<file path="config.mk">
export PLATFORM = sky130hd
export DESIGN_NAME = pipeline_stall_ctrl
export DESIGN_NICKNAME = d
export VERILOG_FILES = /design/src/rtl/pipeline_stall_ctrl.sv
export SDC_FILE = /design/constraint.sdc
export NUM_CORES = 1
export LEC_CHECK = 0
export CAP_MARGIN = 40
export CELL_PAD_IN_SITES_DETAIL_PLACEMENT = 0
export CELL_PAD_IN_SITES_GLOBAL_PLACEMENT = 1
export CORE_ASPECT_RATIO = 1.1
export CORE_UTILIZATION = 48
export DETAILED_ROUTE_END_ITERATION = 12
export DONT_BUFFER_PORTS = 1
export PLACE_DENSITY_LB_ADDON = 0.25
export SKIP_CTS_REPAIR_TIMING = 1
export SLEW_MARGIN = 40
export SYNTH_ARGS = -nofsm -noshare
export SYNTH_HDL_FRONTEND = slang
export SYNTH_SLANG_ARGS = --single-unit
</file>
<file path="constraint.sdc">
create_clock -name i_clk -period 3.5 [get_ports i_clk]
set_input_delay 0.7 -clock i_clk [delete_from_list [all_inputs] [get_ports i_clk]]
set_output_delay 0.7 -clock i_clk [all_outputs]
set_load 0.05 [all_outputs]
</file>
<file path="src/rtl/pipeline_stall_ctrl.sv">
// pipeline_stall_ctrl
// Central stall/flush sequencer for the six-stage integer pipeline
// (0:pc 1:if 2:id 3:ex 4:mem1 5:mem2). It merges per-stage hazard/busy
// requests into a stall vector, owns the divider start/done handshake with
// a busy watchdog, and sequences exception/eret flushes. A flush waits for
// an outstanding instruction fetch to drain before pc is redirected.
//
// Optional feature macro: PIPE_CTRL_PERF_EN adds the performance counters
// o_perf_stall_cyc and o_perf_flush_cnt.
//
// Ports:
//   i_clk            clock
//   i_reset          synchronous, active-high reset
//   i_if_miss        icache miss pending (stage 1)
//   i_if_busy        icache bus transaction outstanding
//   i_id_load_use    load-use hazard in id (stage 2)
//   i_ex_is_div      divide op valid in ex (stage 3)
//   i_div_done       divider result valid (1-cycle pulse)
//   i_mem_miss       dcache miss in mem1 (stage 4)
//   i_exc_req        exception/eret commit in mem2
//   i_exc_pc         handler/epc target
//   o_div_start      registered 1-cycle divider launch pulse
//   o_stall          combinational per-stage hold vector
//   o_flush          registered clear of all inter-stage registers
//   o_redirect_valid registered 1-cycle pc load strobe
//   o_redirect_pc    registered restart address
//   o_div_timeout    sticky divider watchdog flag
//   o_perf_stall_cyc cycles with stall[0]=1 (PIPE_CTRL_PERF_EN only)
//   o_perf_flush_cnt flush entries (PIPE_CTRL_PERF_EN only)

module pipeline_stall_ctrl #(
  parameter int unsigned DIV_MAX_CYC = 40
) (
  input  logic        i_clk,
  input  logic        i_reset,
  input  logic        i_if_miss,
  input  logic        i_if_busy,
  input  logic        i_id_load_use,
  input  logic        i_ex_is_div,
  input  logic        i_div_done,
  input  logic        i_mem_miss,
  input  logic        i_exc_req,
  input  logic [31:0] i_exc_pc,
  output logic        o_div_start,
  output logic [5:0]  o_stall,
  output logic        o_flush,
  output logic        o_redirect_valid,
  output logic [31:0] o_redirect_pc,
  output logic        o_div_timeout
`ifdef PIPE_CTRL_PERF_EN
  ,
  output logic [31:0] o_perf_stall_cyc,
  output logic [15:0] o_perf_flush_cnt
`endif
);

  localparam int unsigned STAGES = 6;
  localparam int unsigned PC_W   = 32;
  localparam int unsigned CNT_W  = $clog2(DIV_MAX_CYC + 1);
  localparam logic [CNT_W-1:0] CNT_LAST = CNT_W'(DIV_MAX_CYC - 1);

  typedef enum logic [1:0] {
    ST_RUN,
    ST_DIV_WAIT,
    ST_FLUSH,
    ST_DRAIN
  } state_t;

  state_t              r_state;
  state_t              w_state_nxt;
  logic [CNT_W-1:0]    r_div_cnt;
  logic [CNT_W-1:0]    w_div_cnt_nxt;
  // Set once the divide in ex has finished (or was abandoned by the
  // watchdog) so the still-present ex_is_div does not relaunch it.
  logic                r_div_fin;
  logic                w_div_fin_nxt;
  logic                r_div_start;
  logic                w_div_start_nxt;
  logic                r_flush;
  logic                w_flush_nxt;
  logic                r_redirect_valid;
  logic                w_redirect_valid_nxt;
  logic [PC_W-1:0]     r_redirect_pc;
  logic [PC_W-1:0]     w_redirect_pc_nxt;
  logic                r_div_timeout;
  logic                w_div_timeout_nxt;
  logic [STAGES-1:0]   w_req;
  logic [STAGES-1:0]   w_stall;

  // Per-stage requests; a bubble goes after the highest requesting stage.
  always_comb begin
    w_req = '0;
    case (r_state)
      ST_RUN: begin
        w_req[1] = i_if_miss;
        w_req[2] = i_id_load_use;
        w_req[3] = i_ex_is_div & ~r_div_fin;
        w_req[4] = i_mem_miss;
      end
      ST_DIV_WAIT: begin
        w_req[1] = i_if_miss;
        w_req[2] = i_id_load_use;
        w_req[3] = 1'b1;
        w_req[4] = i_mem_miss;
      end
      ST_DRAIN: w_req[0] = 1'b1;
      default:  w_req = '0;
    endcase
    // stall[i] is set when any stage at or above i requests.
    for (int i = 0; i < int'(STAGES); i++) begin
      w_stall[i] = |(w_req >> i);
    end
  end

  assign o_stall = w_stall;

  // Next-state and next registered outputs.
  always_comb begin
    w_state_nxt          = r_state;
    w_div_cnt_nxt        = r_div_cnt;
    w_div_fin_nxt        = r_div_fin;
    w_div_start_nxt      = 1'b0;
    w_flush_nxt          = 1'b0;
    w_redirect_valid_nxt = 1'b0;
    w_redirect_pc_nxt    = r_redirect_pc;
    w_div_timeout_nxt    = r_div_timeout;

    if (i_exc_req) begin
      // Exception wins over everything, including a same-cycle div_done.
      w_state_nxt       = ST_FLUSH;
      w_flush_nxt       = 1'b1;
      w_redirect_pc_nxt = i_exc_pc;
      w_div_cnt_nxt     = '0;
      w_div_fin_nxt     = 1'b0;
    end else begin
      case (r_state)
        ST_RUN: begin
          if (r_div_fin) begin
            // The divide instruction leaves ex once stage 3 is released.
            if (!w_stall[3]) w_div_fin_nxt = 1'b0;
          end else if (i_ex_is_div && !i_mem_miss) begin
            w_state_nxt     = ST_DIV_WAIT;
            w_div_start_nxt = 1'b1;
            w_div_cnt_nxt   = '0;
          end
        end
        ST_DIV_WAIT: begin
          if (i_div_done) begin
            w_state_nxt   = ST_RUN;
            w_div_fin_nxt = 1'b1;
          end else if (r_div_cnt == CNT_LAST) begin
            w_state_nxt       = ST_RUN;
            w_div_fin_nxt     = 1'b1;
            w_div_timeout_nxt = 1'b1;
          end else begin
            w_div_cnt_nxt = r_div_cnt + CNT_W'(1);
          end
        end
        ST_FLUSH: begin
          if (i_if_busy) begin
            w_state_nxt = ST_DRAIN;
            w_flush_nxt = 1'b1;
          end else begin
            w_state_nxt          = ST_RUN;
            w_redirect_valid_nxt = 1'b1;
          end
        end
        ST_DRAIN: begin
          if (i_if_busy) begin
            w_flush_nxt = 1'b1;
          end else begin
            w_state_nxt          = ST_RUN;
            w_redirect_valid_nxt = 1'b1;
          end
        end
        default: w_state_nxt = ST_RUN;
      endcase
    end
  end

  // State register.
  always_ff @(posedge i_clk) begin
    if (i_reset) r_state <= ST_RUN;
    else         r_state <= w_state_nxt;
  end

  // Registered outputs and divider bookkeeping.
  always_ff @(posedge i_clk) begin
    if (i_reset) begin
      r_div_cnt        <= '0;
      r_div_fin        <= 1'b0;
      r_div_start      <= 1'b0;
      r_flush          <= 1'b0;
      r_redirect_valid <= 1'b0;
      r_redirect_pc    <= '0;
      r_div_timeout    <= 1'b0;
    end else begin
      r_div_cnt        <= w_div_cnt_nxt;
      r_div_fin        <= w_div_fin_nxt;
      r_div_start      <= w_div_start_nxt;
      r_flush          <= w_flush_nxt;
      r_redirect_valid <= w_redirect_valid_nxt;
      r_redirect_pc    <= w_redirect_pc_nxt;
      r_div_timeout    <= w_div_timeout_nxt;
    end
  end

  assign o_div_start      = r_div_start;
  assign o_flush          = r_flush;
  assign o_redirect_valid = r_redirect_valid;
  assign o_redirect_pc    = r_redirect_pc;
  assign o_div_timeout    = r_div_timeout;

`ifdef PIPE_CTRL_PERF_EN
  logic [31:0] r_perf_stall_cyc;
  logic [15:0] r_perf_flush_cnt;

  // Free-running wrapping counters; every exc_req is a FLUSH entry.
  always_ff @(posedge i_clk) begin
    if (i_reset) begin
      r_perf_stall_cyc <= '0;
      r_perf_flush_cnt <= '0;
    end else begin
      if (w_stall[0]) r_perf_stall_cyc <= r_perf_stall_cyc + 32'd1;
      if (i_exc_req)  r_perf_flush_cnt <= r_perf_flush_cnt + 16'd1;
    end
  end

  assign o_perf_stall_cyc = r_perf_stall_cyc;
  assign o_perf_flush_cnt = r_perf_flush_cnt;
`endif

endmodule

</file>
==> flow_summary_export.csv, run 1 <==
group,metric,value,unit
power_and_ir_drop,p_sw,0.000297,W
yosys,syn_area,0.00180,mm^2
yosys,synth_seq_area_share,0.501,
global_routing,first_global_vias,1228,
power_and_ir_drop,p_int,0.000665,W
power_and_ir_drop,p_leak,0.818,nW
timing,setup_violations,0,
critical_path,r2r-start,"r_div_cnt[0]",
drt,vias_per_cell,5.55,
cells_and_area,layout.cells.non_filler,229,
power_and_ir_drop,ir_drop,288,uV
floorplanning,die_w,60.4,um
floorplanning,start_util,0.518,
timing,holdWs,404,ps
cells_and_area,diodes,0,
cts,clock_latency,350,ps
timing,worst_pin_slew,611,ps
floorplanning,io_pins,83,
drt,drtIter0Drc,43,
outcome,outcome,"completed",
yosys,synth_seq_cells,45,
cells_and_area,drive_above_1_share,0.116,
yosys,syn-instance-count,183,
cts,numCtsBuffers,5,
placement,dp.cells,222,
cells_and_area,area_growth,5.01,%
global_routing,grt_max_degree,39,
drt,first_pass_iters,5,
placement,place_hpwl,2.43,mm
floorplanning,row_count,22,
drt,drc,0,
critical_path,reg2reg_depth,5,
drt,antenna_left,0,
timing,fmax,0.436,GHz
timing,drv_slew,0,
cts,tritoncts,"yes",
cells_and_area,fin_nets,223,
timing,tns,0,ps
placement,place_congestion,0.786,
power_and_ir_drop,power_frac_seq,0.662,
critical_path,cp.arrival,1590,ps
flow_run,drv_cap,0,
cts,cts-root-buf,"clkbuf_4",
power_and_ir_drop,swShare,0.308,
hold_path,holdPathEnd,"o_div_timeout",
timing,final.min_clock_period,2290,ps
critical_path,crit_type,"flop to output pin",
drt,wirelength,3.40,mm
cts,cts_buffer_depth,2,
drt,wire_per_inst,14.8,um
timing,max_slew_margin,0.591,
global_routing,grtUsageMet2,0.304,
global_routing,grt.total_usage,0.180,
global_routing,antenna_found_initial,0,
drt,num_vias,1271,
hold_path,hp-start,"i_reset",
cts,htreeDepth,2,
global_routing,grt_busiest_layer,"met2",
power_and_ir_drop,p_comb_frac,0.081,
yosys,yosys_warnings,0,
floorplanning,die_area,0.00399,mm^2
hold_path,min_path_cells,1,
global_routing,grt_pass1_wl,5.22,mm
timing,hold_viol,0,
timing,rsz0062_at_grt,"false",
critical_path,worst_ep_required_time,2800,ps
yosys,synth.distinct_cells,32,
hold_path,min_path_type,"primary input to flop",
timing,finalCritPeriodShare,0.655,
yosys,syn_area_per_cell,9.82,um^2
critical_path,start_kind,"flop",
global_routing,met1_usage,0.192,
global_routing,grt_use_met3,0.0822,
floorplanning,core-area,0.00347,mm^2
global_routing,gr-total-overflow,0,
power_and_ir_drop,pwr-share-clk,0.257,
timing,fin_skew,2.62,ps
cts,cts_sinks,45,
yosys,syn-num-nets,225,
placement,io_buffers,0,
power_and_ir_drop,power.density,509,mW/mm^2
critical_path,r2r_end,"r_div_cnt[1]",
critical_path,r2r_slack,1870,ps
critical_path,worstSetupEndpointType,"output pin",
critical_path,crit_fanout,18,
cts,path_clk_slew,120,ps
floorplanning,die_h,66.2,um
## metrics by stage
stage	worst slack, ps	util	total power [W]	area [um^2]
floorplan	822	-	0.000725	1800
global placement	1230	0.526	0.000723	1820
detailed placement	1210	0.527	0.000727	1830
CTS	969	0.544	0.000975	1890
global route	1080	0.544	0.00100	1890
finish	1210	0.544	0.000962	1890
## worst max-delay path: stages, from the launching register on
cell and delay (ps):
dfxtp_1 730, nand2b_1 200, o211ai_1 90, buf_4 220
## power groups by stage
stage	logic [W]	registers, W	clock network, W
after floorplan	0.0000864	0.000639	0
after global placement	0.0000752	0.000648	0
after detailed placement	0.0000789	0.000648	0
after CTS	0.0000786	0.000637	0.000259
after global routing	0.0000852	0.000640	0.000279
final	0.0000781	0.000637	0.000247
## per-layer routing
metal / vias up / share of wire
li1: 619 / -
met1: 592 / 0.40
met2: 55 / 0.51
met3: 5 / 0.072
met4: 0 / 0.013
met5: - / 0
## sequential cells by signal, summed over array words and instances, names as in the netlist
register and count:
o_redirect_pc 32, r_div_cnt 6, r_state 2, o_div_start 1, o_div_timeout 1, o_flush 1
o_redirect_valid 1, r_div_fin 1
## kinds of logic (layout without fill, tap and decap cells)
logic type               count (synthesis)  count (layout)  synth area share
adder cells (fa/ha/maj)                  1               1           0.00696
multiplexers                            32              32             0.178
AND/OR/NAND/NOR                         65              65             0.177
buffers and inverters                   14              12            0.0355
flip-flops                              45              45             0.501
AO/OA/AOI/OAI                           25              25            0.0995
other                                    1               1           0.00209
## synth_stat cells
master / count / share of area
nor2_1: 44 / 0.092
o21bai_1: 1 / 0.0042
and3b_1: 1 / 0.0049
and2_2: 1 / 0.0042
o211ai_1: 1 / 0.0042
nor3_1: 2 / 0.0056
clkbuf_1: 5 / 0.010
o221a_2: 1 / 0.0063
or3_1: 1 / 0.0035
o21ai_0: 5 / 0.014
buf_2: 6 / 0.017
nand2_1: 4 / 0.0083
a21oi_1: 8 / 0.022
mux2i_1: 32 / 0.18
nor3b_2: 1 / 0.0070
nand3_2: 1 / 0.0056
a211oi_2: 1 / 0.0070
dfxtp_1: 45 / 0.50
and2_1: 2 / 0.0070
nand3_1: 1 / 0.0028
conb_1: 1 / 0.0021
buf_4: 1 / 0.0042
o21a_1: 1 / 0.0042
inv_1: 2 / 0.0042
nor3_2: 1 / 0.0056
nor4b_4: 1 / 0.013
o311a_1: 1 / 0.0056
a32o_1: 4 / 0.022
nor2b_1: 1 / 0.0035
nand2b_1: 4 / 0.014
ha_1: 1 / 0.0070
a31o_2: 2 / 0.0097
## cell type report
type / instances / area [um^2]
Sequential cell: 45 / 901
Multi-Input combinational cell: 124 / 838
Timing Repair Buffer: 3 / 22.5
Clock inverter: 1 / 7.51
Fill cell: 335 / 1580
Tap cell: 48 / 60.1
Clock buffer: 6 / 51.3
Inverter: 2 / 7.51
## worst max-delay path by stage
stage                start          to  slack [ps]  cells after the start
6_report        r_state[1]  o_stall[0]        1210                      3
5_1_grt         r_state[1]  o_stall[0]        1080                      3
4_1_cts         r_state[0]  o_stall[2]         970                      4
3_5_place_dp   i_ex_is_div  o_stall[2]        1210                      4
3_3_place_gp   i_ex_is_div  o_stall[2]        1230                      4
2_1_floorplan  i_ex_is_div  o_stall[1]         820                      4
## cell usage in the layout, fill, tap and decap left out, types with 2 or more instances in the layout
| cell | netlist | layout |
|---|---|---|
| a21oi_1 | 8 | 8 |
| a31o_2 | 2 | 2 |
| a32o_1 | 4 | 4 |
| and2_1 | 2 | 2 |
| buf_4 | 1 | 3 |
| clkbuf_4 | 0 | 5 |
| dfxtp_1 | 45 | 45 |
| inv_1 | 2 | 2 |
| mux2i_1 | 32 | 32 |
| nand2_1 | 4 | 4 |
| nand2b_1 | 4 | 4 |
| nor2_1 | 44 | 43 |
| nor3_1 | 2 | 2 |
| o21ai_0 | 5 | 4 |
Note: power is estimated with default switching activity, not from simulation.
==> inputs of run 2 (changes only) <==
- CORE_UTILIZATION: 48 -> 44
- clock period: 3.5 -> 2.4 ns (I/O delays scaled with it)
==> flow_summary_export.csv, run 2 (synthesis gave the netlist of run 1 again) <==
group,metric,value,unit
outcome,outcome,"completed",
cells_and_area,largest_reg_flops,32,
hold_path,min_path_type,"primary input to flop",
drt,num_vias,1263,
critical_path,path_delay_family,"flip-flops",
critical_path,cp.depth,3,
floorplanning,die_w,63.0,um
timing,setup_violations,0,
timing,worst_slack,422,ps
floorplanning,start_util,0.457,
global_routing,grt.total_usage,0.163,
timing,finalCritPeriodShare,0.824,
placement,dpl_cell_area,0.00184,mm^2
global_routing,grt_max_degree,39,
cts,tritoncts,"yes",
floorplanning,core-area,0.00393,mm^2
cts,numCtsBuffers,5,
timing,max_slew_margin,0.611,
power_and_ir_drop,power.density,780,mW/mm^2
cells_and_area,final_common_cell,"dfxtp_1",
cells_and_area,drive_above_1_share,0.120,
drt,drtIter0Drc,73,
critical_path,slowest_stage,"dfxtp_1",
placement,place_hpwl,2.48,mm
power_and_ir_drop,power_frac_seq,0.613,
global_routing,gr-total-overflow,0,
placement,io_buffers,0,
critical_path,reg2reg_depth,5,
critical_path,start_kind,"flop",
timing,fin_skew,7.53,ps
critical_path,max_stage_delay,700,ps
critical_path,cp-startpoint,"r_state[1]",
power_and_ir_drop,p_comb_frac,0.077,
critical_path,r2r-start,"r_div_cnt[0]",
drt,first_pass_iters,4,
timing,drv_slew,0,
timing,tns,0,ps
cts,clock_latency,290,ps
power_and_ir_drop,total_power,0.00151,W
global_routing,first_global_vias,1230,
global_routing,grt_busiest_layer,"met2",
timing,rsz0062_at_grt,"false",
global_routing,antenna_found_initial,0,
timing,fmax,0.506,GHz
timing,worst_pin_slew,581,ps
power_and_ir_drop,p_int,0.00107,W
power_and_ir_drop,p_leak,0.847,nW
drt,vias_per_cell,5.35,
critical_path,endpoint,"o_stall[0]",
floorplanning,die_area,0.00435,mm^2
timing,final.min_clock_period,1980,ps
power_and_ir_drop,pwr-share-clk,0.311,
critical_path,worst_ep_required_time,1920,ps
global_routing,grt_pass1_wl,5.51,mm
cts,path_clk_slew,80,ps
critical_path,crit_type,"flop to output pin",
critical_path,r2r_slack,770,ps
global_routing,met1_usage,0.167,
timing,hold_viol,0,
critical_path,crit_path_cell_trace,"nand2b_1, o211ai_1, buf_4",
power_and_ir_drop,p_sw,0.000447,W
cells_and_area,area_growth,7.93,%
cts,cts-root-buf,"clkbuf_8",
cells_and_area,diodes,0,
flow_run,drv_cap,0,
cells_and_area,final_cell_mix,"dfxtp_1, nor2_1, mux2i_1",
critical_path,worstSetupEndpointType,"output pin",
cts,htreeDepth,2,
power_and_ir_drop,ir_drop,400,uV
cts,cts_buffer_depth,2,
critical_path,path_buf_inv,1,
power_and_ir_drop,swShare,0.295,
drt,wirelength,3.42,mm
drt,wire_per_inst,14.5,um
floorplanning,die_h,69.0,um
floorplanning,io_pins,83,
critical_path,crit_fanout,18,
hold_path,hp-start,"i_reset",
critical_path,r2r_end,"r_div_cnt[1]",
floorplanning,row_count,24,
placement,place_worst_setup_slack,731,ps
timing,holdWs,250,ps
cts,cts_sinks,45,
critical_path,cp.arrival,1500,ps
global_routing,grt_use_met3,0.0596,
global_routing,grtUsageMet2,0.284,
cells_and_area,design_area,0.00194,mm^2
cells_and_area,fin_nets,225,
placement,place_congestion,0.757,
drt,drc,0,
drt,antenna_left,0,
run 2: power by group through the flow:
stage | Combinational, W | Sequential, W | Clock [W]
after floorplan | 0.000126 | 0.000932 | 0
after global placement | 0.000113 | 0.000944 | 0
after detailed placement | 0.000118 | 0.000946 | 0
after CTS | 0.000118 | 0.000929 | 0.000490
after global routing | 0.000127 | 0.000932 | 0.000534
final | 0.000116 | 0.000928 | 0.000471
run 2: per-stage QoR:
stage	utilization	instances
after floorplan	-	183
after detailed placement	0.469	228
final	0.493	236
after global placement	0.469	228
after CTS	0.493	236
after global routing	0.493	236
run 2: worst min-delay path by stage:
| stage | cells after the start | endpoint | slack (ps) |
|---|---|---|---|
| finish | 1 | o_div_timeout | 250 |
| global route | 1 | o_redirect_pc[30] | 230 |
| CTS | 1 | o_redirect_pc[26] | 240 |
| detailed placement | 1 | r_div_cnt[5] | 520 |
| global placement | 1 | r_div_cnt[5] | 520 |
| floorplan | 1 | r_div_cnt[5] | 480 |
run 2: per-layer routing:
metal / vias to the layer above / wire [um] / share of wire
met5: - / 0 / 0
met4: 0 / 103 / 0.030
met3: 12 / 197 / 0.058
met2: 44 / 1760 / 0.52
met1: 582 / 1360 / 0.40
li1: 625 / - / -
run 2: cell type report:
| type | count | area (um^2) |
|---|---|---|
| Clock buffer | 6 | 82.6 |
| Clock inverter | 2 | 13.8 |
| Fill cell | 372 | 1990 |
| Inverter | 2 | 7.51 |
| Multi-Input combinational cell | 124 | 833 |
| Sequential cell | 45 | 901 |
| Tap cell | 52 | 65.1 |
| Timing Repair Buffer | 5 | 37.5 |
